===== src/rtl/uart_tx_frame_serializer_pkg.sv =====
// Shared types and helpers for the UART TX frame serializer.
//   rd_state_t : read-side FSM states (S_CSUM only used with
//                UART_TX_FRAME_SERIALIZER_CHECKSUM_EN defined)
//   len_w()    : width of a frame-length field for a given depth
//   idx_w()    : width of a word index for a given depth
//   clamp_len(): maps a length of 0 or above depth onto depth
package uart_tx_frame_serializer_pkg;

  typedef enum logic {
    S_DATA = 1'b0,
    S_CSUM = 1'b1
  } rd_state_t;

  function automatic int unsigned len_w(input int unsigned depth);
    return $clog2(depth + 1);
  endfunction

  function automatic int unsigned idx_w(input int unsigned depth);
    return $clog2(depth);
  endfunction

  function automatic int unsigned clamp_len(input int unsigned len,
                                            input int unsigned depth);
    return ((len == 0) || (len > depth)) ? depth : len;
  endfunction

endpackage


===== src/rtl/uart_tx_frame_bank.sv =====
// One storage bank of the frame serializer: holds a frame of DEPTH words,
// its stored length and a full flag.
//   clk, arstn : clock, asynchronous active-low reset (full flag only)
//   set_i      : capture data_i/len_i and mark the bank full
//   clr_i      : release the bank (mark empty)
//   data_i     : frame words to capture
//   len_i      : clamped frame length to capture
//   full_o     : bank holds an unsent frame
//   data_o     : stored frame words
//   len_o      : stored frame length
module uart_tx_frame_bank #(
  parameter int unsigned WIDTH = 8,
  parameter int unsigned DEPTH = 4,
  parameter int unsigned LEN_W = 3
) (
  input  logic                         clk,
  input  logic                         arstn,
  input  logic                         set_i,
  input  logic                         clr_i,
  input  logic [DEPTH-1:0][WIDTH-1:0]  data_i,
  input  logic [LEN_W-1:0]             len_i,
  output logic                         full_o,
  output logic [DEPTH-1:0][WIDTH-1:0]  data_o,
  output logic [LEN_W-1:0]             len_o
);

  logic                        full_q, full_d;
  logic [DEPTH-1:0][WIDTH-1:0] data_q, data_d;
  logic [LEN_W-1:0]            len_q, len_d;

  always_comb begin
    full_d = full_q;
    data_d = data_q;
    len_d  = len_q;
    if (set_i) begin
      full_d = 1'b1;
      data_d = data_i;
      len_d  = len_i;
    end else if (clr_i) begin
      full_d = 1'b0;
    end
  end

  always_ff @(posedge clk or negedge arstn) begin
    if (!arstn) begin
      full_q <= 1'b0;
    end else begin
      full_q <= full_d;
    end
  end

  // Contents are only meaningful while full, so they carry no reset.
  always_ff @(posedge clk) begin
    data_q <= data_d;
    len_q  <= len_d;
  end

  assign full_o = full_q;
  assign data_o = data_q;
  assign len_o  = len_q;

endmodule


===== src/rtl/uart_tx_frame_serializer.sv =====
// Ping-pong frame buffer: accepts a whole frame of up to DEPTH words in one
// beat and streams it out word by word towards a UART transmitter.
//   clk, arstn         : clock, asynchronous active-low reset
//   up_valid/up_ready  : frame handshake (up_ready from registered state)
//   up_data, up_len    : frame words and length (0 or >DEPTH means DEPTH)
//   down_valid/ready   : serial word handshake
//   down_data          : current word
//   down_last          : current word ends the frame
//   frame_done         : one-cycle pulse after the final word is accepted
//   frames_pending     : number of full banks (0..2)
// Optional: define UART_TX_FRAME_SERIALIZER_CHECKSUM_EN to append one XOR
// checksum word after the data words of every frame.
module uart_tx_frame_serializer
  import uart_tx_frame_serializer_pkg::*;
#(
  parameter int unsigned WIDTH          = 8,
  parameter int unsigned DEPTH          = 4,
  parameter int unsigned LSB_WORD_FIRST = 1,
  localparam int unsigned LEN_W         = len_w(DEPTH),
  localparam int unsigned IDX_W         = idx_w(DEPTH)
) (
  input  logic                         clk,
  input  logic                         arstn,
  input  logic                         up_valid,
  output logic                         up_ready,
  input  logic [DEPTH-1:0][WIDTH-1:0]  up_data,
  input  logic [LEN_W-1:0]             up_len,
  output logic                         down_valid,
  input  logic                         down_ready,
  output logic [WIDTH-1:0]             down_data,
  output logic                         down_last,
  output logic                         frame_done,
  output logic [1:0]                   frames_pending
);

  logic [1:0]                  bank_set;
  logic [1:0]                  bank_clr;
  logic [1:0]                  bank_full;
  logic [DEPTH-1:0][WIDTH-1:0] bank_data [2];
  logic [LEN_W-1:0]            bank_len  [2];

  logic             wr_bank_q, wr_bank_d;
  logic             rd_bank_q, rd_bank_d;
  logic [IDX_W-1:0] rd_idx_q, rd_idx_d;
  logic             frame_done_q, frame_done_d;

  logic [LEN_W-1:0] up_len_clamped;
  logic [LEN_W-1:0] cur_len;
  logic [LEN_W-1:0] rd_pos;
  logic [LEN_W-1:0] word_sel;
  logic [WIDTH-1:0] cur_word;
  logic             accept;
  logic             pop;
  logic             data_last;
  logic             release_bank;

`ifdef UART_TX_FRAME_SERIALIZER_CHECKSUM_EN
  rd_state_t        state_q, state_d;
  logic [WIDTH-1:0] csum_q, csum_d;
`endif

  assign up_len_clamped = LEN_W'(clamp_len(32'(up_len), DEPTH));

  for (genvar g = 0; g < 2; g++) begin : g_bank
    uart_tx_frame_bank #(
      .WIDTH (WIDTH),
      .DEPTH (DEPTH),
      .LEN_W (LEN_W)
    ) u_bank (
      .clk    (clk),
      .arstn  (arstn),
      .set_i  (bank_set[g]),
      .clr_i  (bank_clr[g]),
      .data_i (up_data),
      .len_i  (up_len_clamped),
      .full_o (bank_full[g]),
      .data_o (bank_data[g]),
      .len_o  (bank_len[g])
    );
  end

  always_comb begin
    up_ready   = ~bank_full[wr_bank_q];
    accept     = up_valid & up_ready;
    down_valid = bank_full[rd_bank_q];
    pop        = down_valid & down_ready;

    cur_len   = bank_len[rd_bank_q];
    rd_pos    = LEN_W'(rd_idx_q);
    data_last = (rd_pos == cur_len - LEN_W'(1));
    word_sel  = (LSB_WORD_FIRST != 0) ? rd_pos
                                      : cur_len - LEN_W'(1) - rd_pos;
    cur_word  = bank_data[rd_bank_q][IDX_W'(word_sel)];

    rd_idx_d     = rd_idx_q;
    release_bank = 1'b0;
    down_data    = cur_word;
    down_last    = 1'b0;

`ifdef UART_TX_FRAME_SERIALIZER_CHECKSUM_EN
    state_d = state_q;
    csum_d  = csum_q;
    case (state_q)
      S_DATA: begin
        if (pop) begin
          csum_d = csum_q ^ cur_word;
          // Index stays parked on the last word; it is cleared on release.
          if (data_last) begin
            state_d = S_CSUM;
          end else begin
            rd_idx_d = rd_idx_q + IDX_W'(1);
          end
        end
      end
      S_CSUM: begin
        down_data = csum_q;
        down_last = down_valid;
        if (pop) begin
          release_bank = 1'b1;
          state_d      = S_DATA;
          csum_d       = '0;
          rd_idx_d     = '0;
        end
      end
      default: state_d = S_DATA;
    endcase
`else
    down_last = down_valid & data_last;
    if (pop) begin
      if (data_last) begin
        release_bank = 1'b1;
        rd_idx_d     = '0;
      end else begin
        rd_idx_d = rd_idx_q + IDX_W'(1);
      end
    end
`endif

    wr_bank_d    = accept ? ~wr_bank_q : wr_bank_q;
    rd_bank_d    = release_bank ? ~rd_bank_q : rd_bank_q;
    frame_done_d = release_bank;

    // Set and clear never hit the same bank: set needs it empty, clear full.
    bank_set = {accept & wr_bank_q, accept & ~wr_bank_q};
    bank_clr = {release_bank & rd_bank_q, release_bank & ~rd_bank_q};

    frames_pending = {bank_full[0] & bank_full[1], bank_full[0] ^ bank_full[1]};
    frame_done     = frame_done_q;
  end

  always_ff @(posedge clk or negedge arstn) begin
    if (!arstn) begin
      wr_bank_q    <= 1'b0;
      rd_bank_q    <= 1'b0;
      rd_idx_q     <= '0;
      frame_done_q <= 1'b0;
`ifdef UART_TX_FRAME_SERIALIZER_CHECKSUM_EN
      state_q      <= S_DATA;
      csum_q       <= '0;
`endif
    end else begin
      wr_bank_q    <= wr_bank_d;
      rd_bank_q    <= rd_bank_d;
      rd_idx_q     <= rd_idx_d;
      frame_done_q <= frame_done_d;
`ifdef UART_TX_FRAME_SERIALIZER_CHECKSUM_EN
      state_q      <= state_d;
      csum_q       <= csum_d;
`endif
    end
  end

endmodule


===== config.mk =====
export PLATFORM = sky130hd
export DESIGN_NAME = uart_tx_frame_serializer
export DESIGN_NICKNAME = d
export VERILOG_FILES = /design/src/rtl/uart_tx_frame_serializer_pkg.sv /design/src/rtl/uart_tx_frame_bank.sv /design/src/rtl/uart_tx_frame_serializer.sv
export SDC_FILE = /design/constraint.sdc
export NUM_CORES = 1
export LEC_CHECK = 0
export ABC_AREA = 0
export CAP_MARGIN = 20
export CORE_ASPECT_RATIO = 0.75
export CORE_MARGIN = 2
export CORE_UTILIZATION = 56
export CTS_CLUSTER_DIAMETER = 100
export CTS_CLUSTER_SIZE = 8
export DETAILED_ROUTE_END_ITERATION = 7
export PLACE_DENSITY_LB_ADDON = 0.2
export SYNTH_ARGS = -nofsm -noshare
export SYNTH_HDL_FRONTEND = slang
export SYNTH_SLANG_ARGS = --single-unit

===== constraint.sdc =====
create_clock -name clk -period 7.2 [get_ports clk]
set_clock_uncertainty 0.2 [all_clocks]
set_input_delay 1.44 -clock clk [delete_from_list [all_inputs] [get_ports clk]]
set_output_delay 1.44 -clock clk [all_outputs]
set_load 0.02 [all_outputs]

# [Word level (Yosys, flattened, before mapping)]
# Cells that the tools add are included.
[totals] inputBits=39 out_inout_bits=14 word_cells=61 regBits=77
[op_classes] n_addsub=2 muxes=20 order_cmp=5 bitwise=13 eq_ne=1 reduce_logical=4
[ops] operator="2-to-1 mux 32 bit" n=3
[ops] operator="binary-select mux 8 bit (select 2 bit)" n=1
[ops] operator="2-to-1 mux 3 bit" n=4
[ops] operator="2-to-1 mux 1 bit" n=10
[ops] operator="AND 1 bit" n=8
[ops] operator="2-to-1 mux 8 bit" n=1
[ops] operator="< comparator 1 x 2 -> 1 bit, second input constant" n=2
[ops] operator="nonzero test 2 bit" n=2
[ops] operator="equality test 2 x 3 -> 1 bit" n=1
[ops] operator="greater-than comparator 3 bit, second input constant" n=1
[ops] operator="logical NOT 3 bit" n=1
[ops] operator="< comparator 2 x 3 -> 1 bit, second input constant" n=1
[ops] operator="NOT 1 bit" n=3
[ops] operator="subtractor 3 x 1 -> 3 bit, second input constant" n=1
[ops] operator="adder 2 x 1 -> 2 bit, second input constant" n=1
[ops] operator=">= comparator 2 bit, second input constant" n=1
[ops] operator="2-to-1 mux 2 bit" n=1
[ops] operator="NOT 1 -> 2 bit" n=1
[ops] operator="logical OR 1 bit" n=1
[ops] operator="bitwise XOR 1 bit" n=1

# [Logic depth before layout (Yosys ltp)]
# Gate-level depths: netlist (run 1).
[depth] depth_word=11 depth_mapped=8 mapped_depth_nobuf=6

# [By module]
# A second synthesis (run 1) with hierarchy kept.
[hier_totals] cells_unflattened=152 hier_area_um2=3111.7
[by_module_without_submodules] module="uart_tx_frame_bank" area_each_um2=1087.3 instances=2 cells_each=38
[by_module_without_submodules] module="uart_tx_frame_serializer" area_each_um2=937.1 instances=1 cells_each=76

# [Least setup slack after synthesis (run 1)]
# Ideal clock, no wire load.
[synth_timing] path_kind="input -> register" from="input port up_valid" to="register g_bank[0].u_bank.data_q (netlist bit g_bank[0].u_bank.data_o[0]) (enable)" path_stages=1 slack_ns=2.389 arrival_time_ns=4.128 path_buffers=0 required_time_ns=6.517 setup_ns=0.483 cell_sequence="nor3b_1"
[synth_via] elab_chain_cells=2
[synth_rtl] item="start, declared" line="uart_tx_frame_serializer.sv:24" text="input logic up_valid,"
[synth_rtl] item="AND 1 bit" line="uart_tx_frame_serializer.sv:84" text="accept = up_valid & up_ready;"
[synth_rtl] item="AND 1 bit" line="uart_tx_frame_serializer.sv:144" text="bank_set = {accept & wr_bank_q, accept & ~wr_bank_q};"
[synth_rtl] item="end signal, assigned" line="uart_tx_frame_bank.sv:54" text="data_q <= data_d;"
[synth_rtl] item="end, declared" line="uart_tx_frame_bank.sv:28" text="logic [DEPTH-1:0][WIDTH-1:0] data_q, data_d;"
# No other way between the ends.
# A chain may end at the register's enable or synchronous reset.

# [Final worst setup path (run 1)]
[layout_timing] from="register rd_bank_q" to="output port down_last"
[layout_via] elab_chain_cells=7
[layout_rtl] item="start, declared" line="uart_tx_frame_serializer.sv:43" text="logic rd_bank_q, rd_bank_d;"
[layout_rtl] item="start signal, assigned" line="uart_tx_frame_serializer.sv:163" text="rd_bank_q <= rd_bank_d;"
[layout_rtl] item="NOT 1 -> 2 bit (implied by the code)" line="uart_tx_frame_serializer.sv:88" text="cur_len = bank_len[rd_bank_q];"
[layout_rtl] item="2-to-1 mux 3 bit (implied by the code) (3 in series)" line="uart_tx_frame_serializer.sv:88"
[layout_rtl] item="subtractor 3 x 1 -> 3 bit"
[layout_rtl] item="equality test 2 x 3 -> 1 bit" line="uart_tx_frame_serializer.sv:90" text="data_last = (rd_pos == cur_len - LEN_W'(1));"
[layout_rtl] item="AND 1 bit *" line="uart_tx_frame_serializer.sv:128" text="down_last = down_valid & data_last;"
[layout_rtl] item="end, declared" line="uart_tx_frame_serializer.sv:31" text="output logic down_last,"
# Mark *: on every way between the ends. The rest lies on a longest branch, timed or not. The select of a mux whose other input is x is not followed.

==> flow_summary_export.csv, run 1 <==
group,metric,value,unit
outcome,status,"finished clean",
sta,hold_ws,0.386,ns
clock_network,clk_latency,0.34,ns
synthesis,ys_warn_count,0,
synthesis,synth.largest_area_cell,"edfxtp_1",
clock_network,cts_hold_buf,0,
routing,routedWlPerCell,17.2,um
floorplanning,row_count,23,
hold_path,min_path_type,"register to register",
finish,drive_gt1_frac,0.247,
power_and_ir_drop,powerDensity,391,nW/um2
clock_network,post_cts_buffers,0,
routing,drtIter0Drc,88,
sta,fin_crit,4.53,ns
routing,vias,1558,
power_and_ir_drop,vdd_ir_drop_max,0.000288,V
sta,hold_viol_final,0,
synthesis,avgSynthCellArea,20.8,um2
synthesis,yosysUniqueCellTypes,34,
routing,drc,0,
grt,antenna_found_initial,0,
finish,finalNetCount,252,
finish,num_antenna_cells,0,
floorplanning,design.core.area,5350,um2
sta,finalWorstSetupSlack,2.67,ns
grt,track_usage,0.174,
synthesis,ys_ff_latch,77,
routing,finalWirelength,4.99,mm
sta,rsz0062_at_grt,"false",
routing,firstDrtPassIters,4,
finish,register_area,2280,um2
sta,drv_slew,0,
sta,fin_setup_tns,0,ns
finish,multiInputGateArea,779,um2
routing,antenna_left,0,
place,numPortBuffers,52,
floorplanning,fp.dieW,90.0,um
sta,max_slew.worst_pin.slew,0.934,ns
synthesis,yosysSeqAreaShare,0.733,
grt,grt_pass1_wl,7.75,mm
place,gp_congestion,0.800,
floorplanning,io-pin-count,53,
place,place_hpwl,3.32,mm
clock_network,cts-root-buf,"clkbuf_8",
power_and_ir_drop,power,1530,uW
grt,grt_pass1_vias,1592,
flow_run,max_cap_violations,0,
power_and_ir_drop,p_leak,0.00133,uW
finish,syn_to_final_growth,26.0,%
clock_network,ctsLongestPathBuffers,2,
finish,fill_cells,348,
sta,setup_viol,0,
sta,max_slew_margin,0.377,
synthesis,synthCells,149,
floorplanning,chipHeight,68.5,um
clock_network,cts_buffers,9,
critical_path,crit_required,5.56,ns
critical_path,worst-endpoint-arrival,2.89,ns
clock_network,cts_tree,"built",
synthesis,ys_top_cells_by_area,"edfxtp_1 (68%), mux4_2 (12%), dfrtp_1 (5.6%), mux2_2 (3.3%), ha_1 (1.2%)",
critical_path,start_kind,"register",
critical_path,critPathKind,"register to primary output",
critical_path,cp-end-kind,"primary output",
critical_path,cp_max_fo,21,
grt,grt_max_degree,38,
place,dpl_worst_slack,3.03,ns
synthesis,syn_nets,191,
floorplanning,start_util,0.580,
synthesis,synth_top_area_share,0.677,
clock_network,clkSlewWorstSetupHoldPaths,0.08,ns
routing,viasPerCell,5.37,
grt,grt_overflow_total,0,
clock_network,cts_sinks,77,
sta,max_freq,0.221,GHz
clock_network,cts_max_level,3,
synthesis,synth_area,3110,um2
floorplanning,dieArea,6160,um2
sta,finalCritPeriodShare,0.629,
clock_network,ctsResizeCount,0,
## sequential cells by signal, indices dropped and copies added, names as in the netlist
register              count
g_bank.u_bank.data_o     64
g_bank.u_bank.len_o       6
g_bank.u_bank.full_o      2
rd_idx_q                  2
frame_done                1
rd_bank_q                 1
wr_bank_q                 1
## layout by cell type (no fill, tap or decap), types with 2 or more instances in the layout
| cell | synthesis | routed |
|---|---|---|
| clkinvlp_4 | 0 | 3 |
| edfxtp_1 | 70 | 70 |
| clkbuf_8 | 0 | 9 |
| nand2_1 | 2 | 2 |
| ha_1 | 3 | 3 |
| mux2_2 | 9 | 9 |
| a21oi_1 | 2 | 2 |
| nor2_1 | 2 | 2 |
| mux4_2 | 16 | 16 |
| inv_6 | 0 | 2 |
| or2_2 | 2 | 2 |
| nor2b_1 | 2 | 2 |
| xor2_1 | 4 | 4 |
| buf_4 | 0 | 3 |
| dfrtp_1 | 7 | 7 |
| inv_1 | 4 | 4 |
| clkdlybuf4s50_1 | 0 | 52 |
| mux2i_1 | 3 | 3 |
| xnor2_1 | 3 | 3 |
## worst max-delay path, cell delays in order, from the launching register on
cell,delay [ns]
dfrtp_1,0.39
buf_4,0.37
mux2i_1,0.24
ha_1,0.29
xnor2_1,0.42
nor3_1,0.10
and2_2,0.20
clkdlybuf4s50_1,0.53
## cells by family after synthesis
| logic type | after synthesis | share of synthesized area |
|---|---|---|
| flip-flops | 77 | 0.733 |
| XOR/XNOR | 7 | 0.0197 |
| buffers and inverters | 9 | 0.0173 |
| AO/OA/AOI/OAI | 8 | 0.0185 |
| multiplexers | 29 | 0.163 |
| adder cells (fa/ha/maj) | 3 | 0.0121 |
| AND/OR/NAND/NOR | 16 | 0.0363 |
## stage by stage
step | cells | utilization | cell area [um2]
after floorplan | 149 | - | 3110
after global placement | 274 | 0.693 | 3710
after detailed placement | 274 | 0.693 | 3710
after CTS | 290 | 0.731 | 3910
after global routing | 290 | 0.731 | 3910
final | 290 | 0.731 | 3910
## synth_stat cells, drive strengths merged
master / number
a211o: 1
a211oi: 1
a21o: 2
a21oi: 2
a31oi: 1
and2: 1
buf: 4
clkbuf: 1
dfrtp: 7
edfxtp: 70
ha: 3
inv: 4
mux2: 9
mux2i: 4
mux4: 16
nand2: 3
nand2b: 1
nand3: 1
nand4b: 1
nor2: 2
nor2b: 2
nor3: 1
nor3b: 1
nor4: 1
o31ai: 1
or2: 2
xnor2: 3
xor2: 4
## area by class of cell
class,instances,area share
repair buffers,55,0.139
well taps,75,0.0240
multi-input cells,63,0.199
clock inverters,7,0.0208
inverters,4,0.00384
flip-flops and latches,77,0.582
clock buffers,9,0.0316
## routing by layer
metal | vias up | track usage | part of all wire
met5 | - | 0 | 0
met4 | 0 | 0.0731 | 0.016
met3 | 11 | 0.0565 | 0.054
met2 | 42 | 0.317 | 0.54
met1 | 781 | 0.196 | 0.39
li1 | 724 | - | -
## worst paths after layout
check / start / endpoint / slack [ns] / cells past startpoint
min reg2reg: wr_bank_q / wr_bank_q / 0.39 / 1
max in group asynchronous: arstn / g_bank[0].u_bank.full_o / 5.38 / 1
max reg2reg: rd_bank_q / rd_idx_q[0] / 4.73 / 7
max: rd_bank_q / down_last / 2.67 / 7
min: wr_bank_q / wr_bank_q / 0.39 / 1
min in group asynchronous: arstn / frame_done / 1.16 / 1
## report_power, final
| group | internal, uW | total (uW) | leakage, uW | switching (uW) |
|---|---|---|---|---|
| registers | 566 | 629 | 0.000719 | 63.4 |
| logic | 306 | 573 | 0.000514 | 267 |
| clock network | 165 | 327 | 0.0000944 | 162 |
| total | 1040 | 1530 | 0.00133 | 493 |
No activity file was read; power rests on OpenSTA's default activity.
==> run 2: changes to the inputs <==
--- a/config.mk
+++ b/config.mk
@@ -9,7 +9,7 @@
 export CAP_MARGIN = 20
 export CORE_ASPECT_RATIO = 0.75
 export CORE_MARGIN = 2
-export CORE_UTILIZATION = 56
+export CORE_UTILIZATION = 47
 export CTS_CLUSTER_DIAMETER = 100
 export CTS_CLUSTER_SIZE = 8
 export DETAILED_ROUTE_END_ITERATION = 7
==> constraint.sdc (replaced) <==
create_clock -name clk -period 4.01 [get_ports clk]
set_clock_uncertainty 0.2 [all_clocks]
set_input_delay 0.802 -clock clk [delete_from_list [all_inputs] [get_ports clk]]
set_output_delay 0.802 -clock clk [all_outputs]
set_load 0.02 [all_outputs]
==> run 2 against run 1 <==
Against the previous run: register-to-register slack got worse by 3.1 ns; clock-buffer cell count is 3 higher; routed wire length grew 0.62%.
==> flow_summary_export.csv, run 2 (synthesized netlist as in run 1, its figures left out) <==
group,metric,value,unit
routing,finalWirelength,5.02,mm
routing,drtIter0Drc,75,
finish,multiInputGateArea,786,um2
sta,max_freq,0.266,GHz
clock_network,clkSlewWorstSetupHoldPaths,0.07,ns
place,numPortBuffers,52,
power_and_ir_drop,p_leak,0.00135,uW
critical_path,cp-end-kind,"primary output",
floorplanning,fp.dieW,97.9,um
floorplanning,dieArea,7280,um2
hold_path,worstHoldStart,"g_bank[1].u_bank.full_o",
place,gp_congestion,0.725,
critical_path,reg2reg_slack,1.63,ns
power_and_ir_drop,power_frac_comb,0.370,
clock_network,post_cts_buffers,0,
routing,dr_wl_met2,2.43,mm
finish,final_util,0.622,
floorplanning,design.core.area,6350,um2
routing,vias,1562,
grt,grt_pass1_vias,1659,
floorplanning,chipHeight,74.4,um
critical_path,worst-endpoint-arrival,2.76,ns
sta,fin_crit,3.77,ns
critical_path,r2r-start,"rd_bank_q",
floorplanning,io-pin-count,53,
clock_network,cts_sinks,77,
power_and_ir_drop,vdd_ir_drop_max,0.000307,V
power_and_ir_drop,clkPwrFrac,0.224,
finish,finalNetCount,253,
routing,drc,0,
routing,routedWlPerCell,16.9,um
grt,grt_pass1_wl,8.29,mm
clock_network,cts_hold_buf,0,
power_and_ir_drop,seqPwrFrac,0.406,
grt,track_usage,0.157,
routing,met3WireLength,295,um
critical_path,reg2reg_depth,7,
critical_path,start_kind,"register",
clock_network,cts_tree,"built",
sta,drv_slew,0,
power_and_ir_drop,p_int,1940,uW
clock_network,clk_latency,0.34,ns
hold_path,min_path_type,"register to register",
sta,max_slew_margin,0.358,
hold_path,holdPathStages,2,
critical_path,cp_max_fo,12,
sta,max_slew.worst_pin.slew,0.963,ns
power_and_ir_drop,swShare,0.306,
critical_path,r2r_end,"rd_idx_q[0]",
floorplanning,start_util,0.489,
clock_network,cts_buffers,9,
clock_network,ctsLongestPathBuffers,2,
finish,num_antenna_cells,0,
finish,fill_cells,446,
finish,largest_reg_flops,64,
sta,setup_viol,0,
grt,grt_overflow_total,0,
finish,drive_gt1_frac,0.241,
critical_path,crit_required,3.01,ns
routing,wl_met1,2.20,mm
place,place_hpwl,3.39,mm
routing,maxUsedRoutingLayer,"met4",
finish,final_cell_mix,"edfxtp_1 (70), clkdlybuf4s50_1 (52), mux4_2 (16)",
sta,finalCritPeriodShare,0.939,
flow_run,max_cap_violations,0,
outcome,status,"finished clean",
clock_network,ctsResizeCount,0,
routing,firstDrtPassIters,4,
finish,mostFrequentLayoutCell,"edfxtp_1",
grt,grt_max_degree,38,
power_and_ir_drop,powerDensity,709,nW/um2
sta,hold_viol_final,0,
hold_path,min_to,"g_bank[1].u_bank.full_o",
sta,fin_setup_tns,0,ns
sta,rsz0062_at_grt,"false",
power_and_ir_drop,p_sw,857,uW
critical_path,critPathKind,"register to primary output",
finish,register_area,2280,um2
floorplanning,row_count,25,
clock_network,cts_max_level,3,
routing,viasPerCell,5.26,
grt,antenna_found_initial,0,
finish,syn_to_final_growth,27.1,%
clock_network,cts-root-buf,"clkbuf_8",
routing,antenna_left,0,
[run 2: cell types whose count changed in the layout (fill, tap and decap cells not counted)]
cell        before  now
clkbuf_1         0    2
inv_8            1    0
inv_6            2    0
bufinv_16        1    2
buf_4            3    4
clkinv_2         0    1
clkbuf_8         9   10
clkinvlp_4       3    1
nor3b_4          0    1
nor3b_2          1    0
[run 2: metal layers]
metal  up-vias  track usage
li1        728            -
met2        47        0.252
met5         -            0
met3        10       0.0630
met4         0       0.0664
met1       777        0.195
[run 2: area by class of cell]
cell class                 instances  area share
timing repair buffer              56       0.139
inverter                           4     0.00380
sequential                        77       0.577
tap                               81      0.0257
clock buffer                      12      0.0368
multi-input combinational         63       0.199
clock inverter                     4      0.0184
[run 2: worst max-delay path, cell delays in order (launching register included)]
cell and delay (ns):
dfrtp_1 0.39, buf_4 0.28, mux2i_1 0.24, ha_1 0.28
xnor2_1 0.41, nor3_1 0.09, and2_2 0.20, clkdlybuf4s50_1 0.53
[run 2: power groups by stage]
stage          combinational, uW  clock, uW  sequential (uW)
6_report                    1030        627             1140
5_1_grt                     1120        675             1160
4_1_cts                     1050        643             1140
3_5_place_dp                1050          0             1160
3_3_place_gp                1030          0             1150
2_1_floorplan                757          0             1090
[run 2: how the worst max path moves through the flow]
stage | from | endpoint | slack [ns] | cells after the start
finish | rd_bank_q | down_last | 0.24 | 7
global route | rd_bank_q | down_last | 0.04 | 7
CTS | rd_bank_q | down_last | 0.20 | 7
detailed placement | rd_bank_q | down_last | 0.59 | 7
global placement | rd_bank_q | down_last | 0.67 | 7
floorplan | rd_bank_q | down_last | 1.12 | 7
[run 2: stage by stage]
step | setup WS, ns | hold slack, ns | power (uW) | std cells | area (um2)
global route | 0.0427 | 0.454 | 2950 | 297 | 3950
global placement | 0.669 | 0.378 | 2180 | 281 | 3730
CTS | 0.200 | 0.418 | 2830 | 297 | 3950
finish | 0.244 | 0.412 | 2800 | 297 | 3950
detailed placement | 0.588 | 0.401 | 2200 | 281 | 3730
floorplan | 1.12 | 0.306 | 1840 | 149 | 3110
==> run 3: changes to the inputs <==
--- a/config.mk
+++ b/config.mk
@@ -7,9 +7,11 @@
 export LEC_CHECK = 0
 export ABC_AREA = 0
 export CAP_MARGIN = 20
+export CELL_PAD_IN_SITES_DETAIL_PLACEMENT = 0
+export CELL_PAD_IN_SITES_GLOBAL_PLACEMENT = 2
 export CORE_ASPECT_RATIO = 0.75
 export CORE_MARGIN = 2
-export CORE_UTILIZATION = 47
+export CORE_UTILIZATION = 35
 export CTS_CLUSTER_DIAMETER = 100
 export CTS_CLUSTER_SIZE = 8
 export DETAILED_ROUTE_END_ITERATION = 7
==> constraint.sdc (replaced) <==
create_clock -name clk -period 3.3 [get_ports clk]
set_clock_uncertainty 0.2 [all_clocks]
set_input_delay 0.66 -clock clk [delete_from_list [all_inputs] [get_ports clk]]
set_output_delay 0.66 -clock clk [all_outputs]
set_load 0.02 [all_outputs]
==> run 3 against run 2 <==
Against the previous run: non-clock buffer count up 3; largest power group is now combinational cells; highest routed layer unchanged; register-to-register slack worse by 0.31 ns; global-route usage down 3.2 points; routed wire length grew 11%; die area grew 33%; power up 28%; sequential share of layout area shrank 2.0 points; critical endpoint is now down_data[0]; sequential power grew 17%.
==> flow_summary_export.csv, run 3 (synthesized netlist as in run 1, its figures left out) <==
group,metric,value,unit
critical_path,slowest_delay,0.54,ns
floorplanning,fp.dieW,113,um
critical_path,start_kind,"register",
sta,rsz0062_at_grt,"false",
routing,finalWirelength,5.57,mm
sta,fin_setup_tns,0,ns
sta,setup_viol,0,
critical_path,critical-path-slowest-cell,"clkdlybuf4s50_1",
place,placed_area,3810,um2
place,gp_congestion,0.712,
power_and_ir_drop,p_leak,0.00140,uW
sta,finalCritPeriodShare,0.962,
power_and_ir_drop,power,3580,uW
clock_network,clkSlewWorstSetupHoldPaths,0.06,ns
floorplanning,row_count,29,
routing,antenna_left,0,
grt,track_usage,0.125,
finish,final_util,0.480,
grt,antenna_found_initial,0,
clock_network,cts_max_level,3,
finish,syn_to_final_growth,31.7,%
floorplanning,design.core.area,8530,um2
routing,drc,0,
clock_network,clk_latency,0.32,ns
finish,finalNetCount,256,
critical_path,worst-endpoint-arrival,2.32,ns
place,dpl_worst_slack,0.205,ns
sta,max_slew_margin,0.659,
power_and_ir_drop,powerDensity,875,nW/um2
grt,grt_pass1_wl,8.95,mm
grt,grt_pass1_vias,1739,
finish,largest_reg_flops,64,
critical_path,critPathKind,"register to primary output",
finish,fill_cells,727,
routing,vias,1566,
clock_network,cts_tree,"built",
finish,num_antenna_cells,0,
place,numPortBuffers,52,
clock_network,cts_sinks,77,
floorplanning,io-pin-count,53,
finish,mostFrequentLayoutCell,"edfxtp_1",
sta,drv_slew,0,
grt,grt_overflow_total,0,
finish,final_cell_mix,"edfxtp_1 (70), clkdlybuf4s50_1 (51), mux4_2 (16)",
floorplanning,start_util,0.364,
power_and_ir_drop,vdd_ir_drop_max,0.000368,V
critical_path,crit_required,2.44,ns
finish,drive_gt1_frac,0.260,
clock_network,post_cts_buffers,0,
clock_network,ctsLongestPathBuffers,2,
sta,max_freq,0.315,GHz
routing,firstDrtPassIters,4,
critical_path,worstPathCellList,"buf_12 -> mux4_2 -> mux2_2 -> clkdlybuf4s50_1",
routing,viasPerCell,4.79,
critical_path,cp_max_fo,20,
clock_network,cts_buffers,9,
critical_path,cp-end-kind,"primary output",
hold_path,min_path_type,"register to register",
sta,max_slew.worst_pin.slew,0.512,ns
finish,fin_area,4090,um2
routing,drtIter0Drc,62,
place,place_hpwl,3.76,mm
sta,hold_viol_final,0,
flow_run,max_cap_violations,0,
floorplanning,chipHeight,85.6,um
sta,fin_crit,3.18,ns
routing,routedWlPerCell,17.0,um
floorplanning,dieArea,9650,um2
grt,grt_max_degree,38,
clock_network,cts-root-buf,"clkbuf_16",
outcome,status,"finished clean",
sta,finalWorstSetupSlack,0.124,ns
==> run 3: cell count changes in the layout (fill, tap and decap cells not counted), sizes merged <==
cell / previous run / this run
clkinvlp: 1 / 2
clkdlybuf4s50: 52 / 51
clkbuf: 12 / 11
dlygate4sd2: 0 / 1
buf: 4 / 7
inv: 4 / 5
clkinv: 1 / 2
bufinv: 2 / 0
==> run 3: final cells by class <==
| type | instances | area [um2] | share of cell area |
|---|---|---|---|
| clock buffers | 11 | 233 | 0.0569 |
| repair buffers | 59 | 597 | 0.146 |
| inverters | 4 | 15.0 | 0.00367 |
| flip-flops and latches | 77 | 2280 | 0.557 |
| well taps | 108 | 135 | 0.0330 |
| multi-input cells | 63 | 797 | 0.195 |
| clock inverters | 5 | 36.3 | 0.00887 |
==> run 3: metrics by stage <==
stage,hold WS [ns],std cells
2_1_floorplan,0.164,149
3_3_place_gp,0.382,311
3_5_place_dp,0.394,311
4_1_cts,0.408,327
5_1_grt,0.433,327
6_report,0.390,327
==> run 3: critical path: cells and delay by family (launching register included) <==
family / cells / cell delay (ns)
buffers and inverters: 2 / 0.75
DFF: 1 / 0.42
muxes: 2 / 0.81
==> run 3: timing repair <==
action | in CTS | in global routing
gates resized for setup | 4 | 0
hold buffers | 0 | 0
endpoints found under the hold margin | 0 | 0
endpoints found under the setup margin | 1 | 0
==> run 3: worst paths after layout <==
kind / startpoint / to / slack [ns] / cells past startpoint
hold / removal: g_bank[1].u_bank.full_o / g_bank[1].u_bank.full_o / 0.39 / 2
hold reg to reg: g_bank[1].u_bank.full_o / g_bank[1].u_bank.full_o / 0.39 / 2
setup / recovery: rd_bank_q / down_data[0] / 0.12 / 4
setup reg to reg: rd_bank_q / rd_idx_q[1] / 1.32 / 6
max in group asynchronous: arstn / rd_bank_q / 2.21 / 1
min in group asynchronous: arstn / rd_idx_q[1] / 0.41 / 1
==> run 3: power breakdown <==
part | total [uW] | leakage, uW | switching [uW] | internal (uW)
Combinational | 1380 | 0.000554 | 657 | 728
Sequential | 1330 | 0.000718 | 89.5 | 1240
Clock | 868 | 0.000124 | 357 | 510
Total | 3580 | 0.00140 | 1100 | 2480
==> run 3: layer usage <==
metal | vias up | track usage | wire [um]
met1 | 790 | 0.159 | 2560
met2 | 42 | 0.201 | 2690
li1 | 730 | - | -
met5 | - | 0 | 0
met4 | 0 | 0.0399 | 63
met3 | 4 | 0.0473 | 258
